[config.mk]
export PLATFORM = sky130hd
export DESIGN_NAME = aimc_ui_ingress_flat
export DESIGN_NICKNAME = d
export VERILOG_FILES = /design/src/rtl/aimc_ui_ingress_if.sv /design/src/rtl/aimc_ui_ingress.sv /design/src/flat_wrapper.sv
export SDC_FILE = /design/constraint.sdc
export NUM_CORES = 1
export LEC_CHECK = 0
export ABC_CLOCK_PERIOD_IN_PS = 6700
export CAP_MARGIN = 25
export CORE_MARGIN = 2
export CORE_UTILIZATION = 55
export CTS_BUF_LIST = sky130_fd_sc_hd__clkbuf_8
export CTS_CLUSTER_DIAMETER = 40
export DETAILED_ROUTE_END_ITERATION = 8
export PLACE_DENSITY = 0.72
export SYNTH_ARGS = -nofsm -noshare
export SYNTH_HDL_FRONTEND = slang
export SYNTH_SLANG_ARGS = --single-unit
[constraint.sdc]
create_clock -name clk -period 6.7 [get_ports clk]
set_clock_uncertainty 0.2 [all_clocks]
set_input_delay 1.34 -clock clk [delete_from_list [all_inputs] [get_ports clk]]
set_output_delay 1.34 -clock clk [all_outputs]
set_load 0.03 [all_outputs]
[src/rtl/aimc_ui_ingress_if.sv]
// Host-to-scheduler ingress bundle: upstream push port, downstream scheduler port,
// calibration gate, fill-level flow control and protocol error reporting.
interface aimc_ui_ingress_if #(
  parameter int PKT_W = 32,
  parameter int DEPTH = 16
);
  logic                     cal_done;
  logic [PKT_W-1:0]         up_pkt;
  logic                     up_pkt_valid;
  logic                     up_rdy;
  logic [PKT_W-1:0]         ui_pkt;
  logic                     ui_pkt_valid;
  logic                     sched_rdy;
  logic [$clog2(DEPTH):0]   fill_cnt;
  logic                     almost_full;
  logic                     proto_err;
  logic                     err_clr;

  modport master (
    output cal_done, up_pkt, up_pkt_valid, sched_rdy, err_clr,
    input  up_rdy, ui_pkt, ui_pkt_valid, fill_cnt, almost_full, proto_err
  );

  modport slave (
    input  cal_done, up_pkt, up_pkt_valid, sched_rdy, err_clr,
    output up_rdy, ui_pkt, ui_pkt_valid, fill_cnt, almost_full, proto_err
  );
endinterface

[src/rtl/aimc_ui_ingress.sv]
// AiM controller UI ingress queue: DEPTH-1 entry circular RAM plus a first-word
// fall-through output register, gated by calibration, with upstream protocol checking.
module aimc_ui_ingress #(
  parameter int PKT_W    = 32,
  parameter int DEPTH    = 16,
  parameter int AFULL_TH = 12
) (
  input logic              clk,
  input logic              rst,
  aimc_ui_ingress_if.slave bus
);
  localparam int CNT_W = $clog2(DEPTH) + 1;
  localparam int PTR_W = $clog2(DEPTH - 1);
  localparam int RAM_N = DEPTH - 1;

  logic [PKT_W-1:0] ram [RAM_N];

  logic [PTR_W-1:0] wptr_q, wptr_d;
  logic [PTR_W-1:0] rptr_q, rptr_d;
  logic [CNT_W-1:0] fill_cnt_q, fill_cnt_d;
  logic             up_rdy_q, up_rdy_d;
  logic             out_full_q, out_full_d;
  logic             ui_pkt_valid_q, ui_pkt_valid_d;
  logic [PKT_W-1:0] ui_pkt_q, ui_pkt_d;
  logic             almost_full_q, almost_full_d;
  logic             proto_err_q, proto_err_d;
  logic             arm_q, arm_d;
  logic [PKT_W-1:0] prev_pkt_q, prev_pkt_d;

  logic push, pop, ram_empty, load, ram_wr, viol;

  function automatic logic [PTR_W-1:0] ptr_inc(input logic [PTR_W-1:0] p);
    return (p == PTR_W'(RAM_N - 1)) ? '0 : p + PTR_W'(1);
  endfunction

  always_comb begin
    push      = bus.up_pkt_valid & up_rdy_q;
    pop       = ui_pkt_valid_q & bus.sched_rdy;
    // RAM occupancy is the total count minus whatever sits in the output register
    ram_empty = (fill_cnt_q == CNT_W'(out_full_q));
    load      = (!out_full_q || pop) && (!ram_empty || push);
    ram_wr    = push && !(load && ram_empty);

    wptr_d = ram_wr ? ptr_inc(wptr_q) : wptr_q;
    rptr_d = (load && !ram_empty) ? ptr_inc(rptr_q) : rptr_q;

    out_full_d     = out_full_q;
    ui_pkt_valid_d = ui_pkt_valid_q;
    ui_pkt_d       = ui_pkt_q;
    if (load) begin
      out_full_d     = 1'b1;
      ui_pkt_valid_d = bus.cal_done;
      ui_pkt_d       = ram_empty ? bus.up_pkt : ram[rptr_q];
    end else if (pop) begin
      out_full_d     = 1'b0;
      ui_pkt_valid_d = 1'b0;
    end else if (out_full_q && !ui_pkt_valid_q && bus.cal_done) begin
      // Packet loaded while calibration was pending; present it now
      ui_pkt_valid_d = 1'b1;
    end

    fill_cnt_d    = fill_cnt_q + CNT_W'(push) - CNT_W'(pop);
    up_rdy_d      = (fill_cnt_d < CNT_W'(DEPTH));
    almost_full_d = (fill_cnt_d >= CNT_W'(AFULL_TH));

    arm_d       = bus.up_pkt_valid & ~up_rdy_q;
    prev_pkt_d  = bus.up_pkt;
    viol        = arm_q && (!bus.up_pkt_valid || (bus.up_pkt != prev_pkt_q));
    proto_err_d = viol ? 1'b1 : (bus.err_clr ? 1'b0 : proto_err_q);
  end

  always_ff @(posedge clk or negedge rst) begin
    if (!rst) begin
      wptr_q         <= '0;
      rptr_q         <= '0;
      fill_cnt_q     <= '0;
      up_rdy_q       <= 1'b0;
      out_full_q     <= 1'b0;
      ui_pkt_valid_q <= 1'b0;
      ui_pkt_q       <= '0;
      almost_full_q  <= 1'b0;
      proto_err_q    <= 1'b0;
      arm_q          <= 1'b0;
    end else begin
      wptr_q         <= wptr_d;
      rptr_q         <= rptr_d;
      fill_cnt_q     <= fill_cnt_d;
      up_rdy_q       <= up_rdy_d;
      out_full_q     <= out_full_d;
      ui_pkt_valid_q <= ui_pkt_valid_d;
      ui_pkt_q       <= ui_pkt_d;
      almost_full_q  <= almost_full_d;
      proto_err_q    <= proto_err_d;
      arm_q          <= arm_d;
    end
  end

  always_ff @(posedge clk) begin
    if (ram_wr) ram[wptr_q] <= bus.up_pkt;
    prev_pkt_q <= prev_pkt_d;
  end

  assign bus.up_rdy       = up_rdy_q;
  assign bus.ui_pkt       = ui_pkt_q;
  assign bus.ui_pkt_valid = ui_pkt_valid_q;
  assign bus.fill_cnt     = fill_cnt_q;
  assign bus.almost_full  = almost_full_q;
  assign bus.proto_err    = proto_err_q;

endmodule

[src/flat_wrapper.sv]
// flat-port wrapper written by rule: the top's interface ports become plain ports
module aimc_ui_ingress_flat 
#(
  parameter int PKT_W    = 32,
  parameter int DEPTH    = 16,
  parameter int AFULL_TH = 12
)
  (clk, rst, bus_cal_done, bus_up_pkt, bus_up_pkt_valid, bus_sched_rdy, bus_err_clr, bus_up_rdy, bus_ui_pkt, bus_ui_pkt_valid, bus_fill_cnt, bus_almost_full, bus_proto_err);
  aimc_ui_ingress_if #(.PKT_W(PKT_W), .DEPTH(DEPTH)) bus_i ();
  input logic clk;
  input logic rst;
  input wire logic [$bits(bus_i.cal_done)-1:0] bus_cal_done;
  input wire logic [$bits(bus_i.up_pkt)-1:0] bus_up_pkt;
  input wire logic [$bits(bus_i.up_pkt_valid)-1:0] bus_up_pkt_valid;
  input wire logic [$bits(bus_i.sched_rdy)-1:0] bus_sched_rdy;
  input wire logic [$bits(bus_i.err_clr)-1:0] bus_err_clr;
  output wire logic [$bits(bus_i.up_rdy)-1:0] bus_up_rdy;
  output wire logic [$bits(bus_i.ui_pkt)-1:0] bus_ui_pkt;
  output wire logic [$bits(bus_i.ui_pkt_valid)-1:0] bus_ui_pkt_valid;
  output wire logic [$bits(bus_i.fill_cnt)-1:0] bus_fill_cnt;
  output wire logic [$bits(bus_i.almost_full)-1:0] bus_almost_full;
  output wire logic [$bits(bus_i.proto_err)-1:0] bus_proto_err;
  assign bus_i.cal_done = bus_cal_done;
  assign bus_i.up_pkt = bus_up_pkt;
  assign bus_i.up_pkt_valid = bus_up_pkt_valid;
  assign bus_i.sched_rdy = bus_sched_rdy;
  assign bus_i.err_clr = bus_err_clr;
  assign bus_up_rdy = bus_i.up_rdy;
  assign bus_ui_pkt = bus_i.ui_pkt;
  assign bus_ui_pkt_valid = bus_i.ui_pkt_valid;
  assign bus_fill_cnt = bus_i.fill_cnt;
  assign bus_almost_full = bus_i.almost_full;
  assign bus_proto_err = bus_i.proto_err;
  aimc_ui_ingress #(.PKT_W(PKT_W), .DEPTH(DEPTH), .AFULL_TH(AFULL_TH)) u_core (.clk(clk), .rst(rst), .bus(bus_i));
endmodule
==> results of run 1 <==
-- registers in the layout (all words and copies together) (netlist names) --
name,flops
u_core.ram,480
u_core.bus.ui_pkt,32
u_core.prev_pkt_q,32
u_core.bus.fill_cnt,5
u_core.rptr_q,4
u_core.wptr_q,4
u_core.arm_q,1
u_core.bus.almost_full,1
u_core.bus.proto_err,1
u_core.bus.ui_pkt_valid,1
u_core.bus.up_rdy,1
u_core.out_full_q,1
-- per-layer routing --
layer	part of all wire [%]	wire length, um
met1	41	18700
met2	50	22400
met3	6.9	3140
met4	2.3	1030
met5	0	0
-- synthesized netlist by cell type (2+ instances only) --
library cell    n
a21oi_1         4
a222oi_1       31
a31oi_1         2
buf_1           2
buf_2          11
buf_4           4
buf_6           8
clkbuf_1       35
dfrtp_1        51
dfxtp_1        32
edfxtp_1      480
ha_1            6
inv_1          15
mux2_2         33
mux2i_1        63
mux4_1         55
mux4_2         41
nand2_1        51
nand2b_1        3
nand3_1         5
nand3b_1        2
nor2_1         16
nor2b_1         5
nor3_1          6
nor4_1          7
o21ai_0        43
o31ai_1        32
xnor2_1         5
xor2_1         32
-- worst paths after layout --
path / depth (start not counted) / end / from
max: 6 / u_core.ram[13][5]$_DFFE_PP_ / bus_sched_rdy
min: 1 / u_core.arm_q$_DFF_PN0_ / u_core.bus.up_rdy$_DFF_PN0_
max reg2reg: 7 / u_core.ram[13][5]$_DFFE_PP_ / u_core.bus.fill_cnt[2]$_DFF_PN0_
min reg2reg: 1 / u_core.arm_q$_DFF_PN0_ / u_core.bus.up_rdy$_DFF_PN0_
max in group asynchronous: 2 / u_core.rptr_q[0]$_DFFE_PN0P_ / rst
min in group asynchronous: 2 / u_core.bus.ui_pkt[0]$_DFFE_PN0P_ / rst
-- where the power goes --
part / internal, mW / switching (mW)
Combinational: 1.27 / 1.43
Sequential: 4.12 / 0.310
Clock: 1.40 / 1.29
Total: 6.80 / 3.03
-- logic make-up after synthesis --
group	count (synthesis)	synth area share [%]
AO/OA/AOI/OAI	120	3.94
XOR/XNOR	37	1.49
adder cells (fa/ha/maj)	7	0.436
multiplexers	192	15.5
AND/OR/NAND/NOR	100	2.08
buffers and inverters	75	1.70
flip-flops	563	74.9
-- area by class of cell --
class / count / area (um2) / share of cell area (%)
Sequential cell: 563 / 16300 / 64.7
Multi-Input combinational cell: 456 / 5220 / 20.7
Timing Repair Buffer: 127 / 1340 / 5.29
Clock buffer: 96 / 1320 / 5.23
Tap cell: 518 / 648 / 2.56
Clock inverter: 68 / 348 / 1.38
Inverter: 15 / 56.3 / 0.223
-- stage by stage --
| step | utilization [%] | total power [mW] | hold slack (ps) | std cells | setup WS [ps] |
|---|---|---|---|---|---|
| 2_1_floorplan | - | 6.33 | 241 | 1094 | 1500 |
| 3_3_place_gp | 60.1 | 7.14 | 251 | 1669 | 1910 |
| 3_5_place_dp | 60.6 | 7.22 | 256 | 1678 | 1950 |
| 4_1_cts | 64.9 | 9.91 | 272 | 1842 | 2640 |
| 5_1_grt | 64.9 | 10.3 | 314 | 1843 | 2410 |
| 6_report | 64.9 | 9.83 | 280 | 1843 | 2600 |
==> metrics.md, run 1 <==
| Metric | Value |
|---|---|
| Status | finished, final reports clean |
| Crit Path Class | in -> reg |
| Worst path required time | 6820 ps |
| Buf/Inv on CP | 2 |
| GR Layer Usage met1 | 31.1% |
| Via/cell ratio | between 5 and 6 |
| Final ANT Viol Nets | 0 |
| Number of antenna diodes | 0 |
| DRC violations left | 0 |
| Area post-placement | between 0.02 and 0.025 mm2 |
| Highest-delay cell along the critical path | nor2_4 |
| Port-buffer cells | 78 |
| Tcrit/Tclk final | 61.1% |
| DRT iter0 DRCs | 1184 |
| Fmax | 0.244 GHz |
| Met3 Usage GRT | roughly 4.6% |
| Slew @ Worst Pin | 987 ps |
| Avg WL per Cell | 24.6 um |
| Starting density of the core | a little under three fifths |
| CP delay by family, top | simple AND/OR/NAND/NOR gates |
| PwrDens | roughly 390 mW/mm2 |
| # Post-CTS Setup Buffers | 0 |
| Gr usage total | 22.6% |
| RePlAce Congestion | 0.783 |
| Synth Cell Area | 0.0218 mm2 |
| Most common cell after layout, fill and taps aside | edfxtp_1 |
| Number of synthesized register bits | 563 |
| Fraction of layout cells with a size suffix above 1 | 19.5% |
| Post-synth EDFFs | 480 |
| Unrepaired setup endpoints after global routing | no |
| Area leader, netlist | edfxtp_1 |
| PostCTS Resize Cnt | 0 |
| First-pass GRT wire length | between 60000 and 70000 um |
| Overall via count from detail_route | 11000 |
| H-tree Lvls | 3 |
| Highest-count cells in the layout ignoring fill and taps | edfxtp_1 (480), clkbuf_8 (96), clkdlybuf4s50_1 (77), mux2i_1 (63) |
| Ys async rst share | 9.06% |
| Leak | 8.69 nW |
| Hpwl dp | 26000 um |
| Hold Path Class | reg -> reg |
| Vias in the first global route | 11300 |
| WL final | 45300 um |
| Met2 GRT Util | 36.4% |
| Netlist cell types | 43 |
| Critical Path, Cell by Cell | clkdlybuf4s50_1 > a21bo_2 > a31oi_1 > nand3b_1 > nor2_4 > buf_4 |
| Chip Height | about 200 um |
| DRT Pass-1 Iters | 6 |
| Synth warn | 0 |
| Die W | about 200 um |
| Layout area overhead | 15.9% |
| Die Area | approximately 0.041 mm2 |
| Crit end category | register |
| Clock Root Buffer | clkbuf_8 |
| Crit path largest cell delay | between 700 and 800 ps |
| FP Rows | 72 |
| Antenna violations before repair | 0 |
| # fillers | 2614 |
| CTS buffer count | roughly 90 |
| Number of max-cap violations | 0 |
| CTS max path bufs | 3 |
| Syn_nets | 1139 |
| Worst R2R Setup Slack | 3170 ps |
| Max-slew headroom | about a third |
| Gr busiest metal | met2 |
| Final Max Slew Viols | 0 |
| Final Hold Fails | 0 |
| # IOs | 79 |
| Top cells by area, synth | edfxtp_1 (66%), mux4_1 (6.6%), dfrtp_1 (5.9%), mux4_2 (4.2%), dfxtp_1 (2.9%) |
| Final Net Count | roughly 1300 |
| Crit path max fanout | 21 |
| Most used DFF post-synth | edfxtp_1 |
| Clk slew on worst S/H paths | 60 ps |
| Cells after Synth | approximately 1100 |
| Setup-failing EPs final | 0 |
| Tmin final | around 4000 ps |
| Cts hold-fix bufs | 0 |
| Seq/Total Area, Yosys | between 70% and 80% |
| Final setup TNS | 0 ps |
| Pin count of the biggest net entering global routing | between 90 and 100 |
| Worst-Skew Late Latency | roughly 640 ps |
| Design Area, Final | 0.0253 mm2 |
| CTS Sinks | 563 |
| Top cell type's share of synthesized area | between 60% and 70% |
| CTS tree | built |
| Worst path arrival time | 4220 ps |
| Startpoint Class | input port |
| GR Overflow Total | 0 |
| Worst IR Drop VDD | 238 uV |
| Core Region | 0.0389 mm2 |
| Average size of a mapped cell | 19.9 um2 |
Note: power is estimated with default switching activity, not from simulation.
==> run 2: changes to the inputs <==
--- a/config.mk
+++ b/config.mk
@@ -5,7 +5,7 @@
 export SDC_FILE = /design/constraint.sdc
 export NUM_CORES = 1
 export LEC_CHECK = 0
-export ABC_CLOCK_PERIOD_IN_PS = 6700
+export ABC_CLOCK_PERIOD_IN_PS = 4300
 export CAP_MARGIN = 25
 export CORE_MARGIN = 2
 export CORE_UTILIZATION = 55
==> constraint.sdc (replaced) <==
create_clock -name clk -period 4.3 [get_ports clk]
set_clock_uncertainty 0.2 [all_clocks]
set_input_delay 0.86 -clock clk [delete_from_list [all_inputs] [get_ports clk]]
set_output_delay 0.86 -clock clk [all_outputs]
set_load 0.03 [all_outputs]
==> run 2 against run 1 <==
Count of clock-buffer cells in the layout is 7 higher. Setup slack worse by 1200 ps. Sequential cell count stayed put. Via count is 4.1% higher. Largest cell class unchanged.
==> metrics.md, run 2 (same netlist as run 1, synthesis figures left out) <==
| Metric | Value |
|---|---|
| Status | finished, final reports clean |
| First-pass GRT wire length | 72000 um (+5.3%) |
| Crit Reg-Reg Endpoint | u_core.bus.ui_pkt[15]$_DFFE_PN0P_ |
| Max-slew headroom | 34.8% (+0.61 points) |
| Unrepaired setup endpoints after global routing | no |
| Via/cell ratio | 6.09 (+2.2%) |
| Number of antenna diodes | 0 (unchanged) |
| WL final | 48100 um (+6.2%) |
| Tot Pwr | 15.5 mW (+58%) |
| Crit path max fanout | 21 (unchanged) |
| Crit Path Class | in -> reg |
| Chip Height | 203 um (unchanged) |
| Final Max Slew Viols | 0 (unchanged) |
| RePlAce Congestion | 0.837 (+6.9%) |
| Reg2reg start | u_core.rptr_q[0]$_DFFE_PN0P_ |
| Crit path largest cell delay | 430 ps (-310 ps) |
| CTS Sinks | 563 (unchanged) |
| Antenna violations before repair | 0 (unchanged) |
| Pin count of the biggest net entering global routing | 71 (-28%) |
| Clock share of power | 27.9% (+0.5 points) |
| Final Net Count | 1326 (+2.3%) |
| Most common cell after layout, fill and taps aside | edfxtp_1 |
| Avg WL per Cell | 25.6 um (+4.3%) |
| Most used cell along the critical path | buf_4 |
| Fin worst setup slack | 1400 ps (-1210 ps) |
| CTS buffer count | 90 (+2.3%) |
| # Post-CTS Setup Buffers | 0 (unchanged) |
| GR Overflow Total | 0 (unchanged) |
| Vias in the first global route | 11600 (+2.4%) |
| Worst path arrival time | 2990 ps (-1230 ps) |
| Hold Path Class | in -> async |
| Switching portion of total power | 31.3% (+0.45 points) |
| Reg power frac | 44.2% (-0.9 points) |
| Crit end category | register |
| Critical Path, Cell by Cell | clkdlybuf4s50_1 > a21bo_2 > a31oi_1 > buf_4 > nand2_1 > or2_2 > nor3_4 > buf_4 |
| Combinational share of power | 27.9% (+0.4 points) |
| Final ANT Viol Nets | 0 (unchanged) |
| CTS tree | built |
| Die Area | 0.0412 mm2 (unchanged) |
| Overall via count from detail_route | 11400 (+4.1%) |
| DRT Pass-1 Iters | 6 (unchanged) |
| Gr usage total | 23.9% (+1.3 points) |
| Cts hold-fix bufs | 0 (unchanged) |
| Core Region | 0.0389 mm2 (unchanged) |
| Clock Root Buffer | clkbuf_8 |
| Tcrit/Tclk final | around two thirds |
| Worst R2R Setup Slack | 1450 ps (-1720 ps) |
| Clk slew on worst S/H paths | 60 ps (about the same) |
| Highest-count cells in the layout ignoring fill and taps | edfxtp_1 (480), clkbuf_8 (103), clkdlybuf4s50_1 (77), buf_4 (73), mux2i_1 (63) |
| H-tree Lvls | 3 (unchanged) |
| Number of flip-flops in the largest register | 480 (unchanged) |
| Setup WS pre-CTS | 771 ps (-1180 ps) |
| DRT iter0 DRCs | 1122 (-5.2%) |
| Final Hold Fails | 0 (unchanged) |
| Leak | 8.81 nW (+1.4%) |
| Worst-Skew Late Latency | 640 ps (about the same) |
| Largest Register | u_core.ram |
| Worst IR Drop VDD | 401 uV (+69%) |
| Internal | 10.7 mW (+57%) |
| Final setup TNS | 0 ps (unchanged) |
| Setup-failing EPs final | 0 (unchanged) |
| R2r worst-path depth | 5 (-2) |
| Highest-delay cell along the critical path | clkdlybuf4s50_1 |
| CTS max path bufs | 3 (unchanged) |
| PostCTS Resize Cnt | 0 (unchanged) |
| Port-buffer cells | 78 (unchanged) |
| Fmax | 0.344 GHz |
| DRC violations left | 0 (unchanged) |
| Worst path required time | 4390 ps (-2430 ps) |
| Tmin final | 2900 ps |
| Slew @ Worst Pin | 974 ps (-12.5 ps) |
| Die W | 203 um (unchanged) |
| Starting density of the core | 56.0% (unchanged) |
| PwrDens | 611 mW/mm2 (+57%) |
| Fraction of layout cells with a size suffix above 1 | 22.3% (+2.8 points) |
| FP Rows | 72 (unchanged) |
| Hpwl dp | 28700 um (+10%) |
| P_sw | 4.86 mW (+60%) |
| # IOs | 79 (unchanged) |
| Layout area overhead | 16.7% |
| Number of max-cap violations | 0 (unchanged) |
| Startpoint Class | input port |
run 2: cell count changes in the layout (fill, tap and decap cells not counted), moves of 2 or more:
| cell | before | now |
|---|---|---|
| nor3_4 | 0 | 4 |
| clkbuf_8 | 96 | 103 |
| nor3_2 | 4 | 0 |
| clkinv_1 | 13 | 16 |
| inv_1 | 55 | 43 |
| clkinv_2 | 6 | 13 |
| buf_12 | 9 | 4 |
| buf_16 | 4 | 0 |
| clkinvlp_4 | 4 | 6 |
| buf_4 | 36 | 73 |
run 2: through the flow:
step	utilization, %	instance area, um2	instances	hold slack [ps]
floorplan	-	21800	1094	241
global placement	60.9	23700	1707	260
detailed placement	60.9	23700	1707	265
CTS	65.4	25500	1877	159
global route	65.4	25500	1877	189
finish	65.4	25500	1877	175
run 2: critical path, delay by kind of cell:
kind | cells | cell delay, ps
buffers and inverters | 3 | 1000
AND/OR/NAND/NOR | 3 | 640
AO/OA/AOI/OAI | 2 | 460
run 2: final cells by class:
type	instances	area (um2)
Clock buffer	103	1420
Fill cell	2603	13500
Tap cell	518	648
Inverter	15	56.3
Multi-Input combinational cell	456	5250
Timing Repair Buffer	155	1400
Clock inverter	67	332
Sequential cell	563	16300
run 2: worst max-delay path by stage:
stage                                                start                                 to
final                                        bus_sched_rdy         u_core.ram[2][1]$_DFFE_PP_
after global routing          u_core.rptr_q[0]$_DFFE_PN0P_  u_core.bus.ui_pkt[14]$_DFFE_PN0P_
after CTS                 u_core.bus.fill_cnt[1]$_DFF_PN0_                    bus_fill_cnt[1]
after detailed placement                  bus_up_pkt_valid        u_core.ram[2][12]$_DFFE_PP_
after global placement                       bus_sched_rdy        u_core.ram[2][15]$_DFFE_PP_
after floorplan                              bus_sched_rdy        u_core.ram[10][0]$_DFFE_PP_
run 2: routing by layer:
metal	routed length, um	vias up	global-route usage, %
met4	1070	0	8.63
met5	0	-	0
li1	-	4894	-
met2	23500	615	38.2
met1	19300	5841	33.0
met3	4250	79	5.01
run 2: power by group through the flow:
stage / Clock (mW) / Combinational, mW / Sequential, mW
CTS: 4.42 / 4.36 / 6.88
finish: 4.33 / 4.33 / 6.88
detailed placement: 0 / 4.34 / 6.99
global placement: 0 / 4.28 / 6.97
global route: 4.67 / 4.62 / 6.93
floorplan: 0 / 2.80 / 7.06
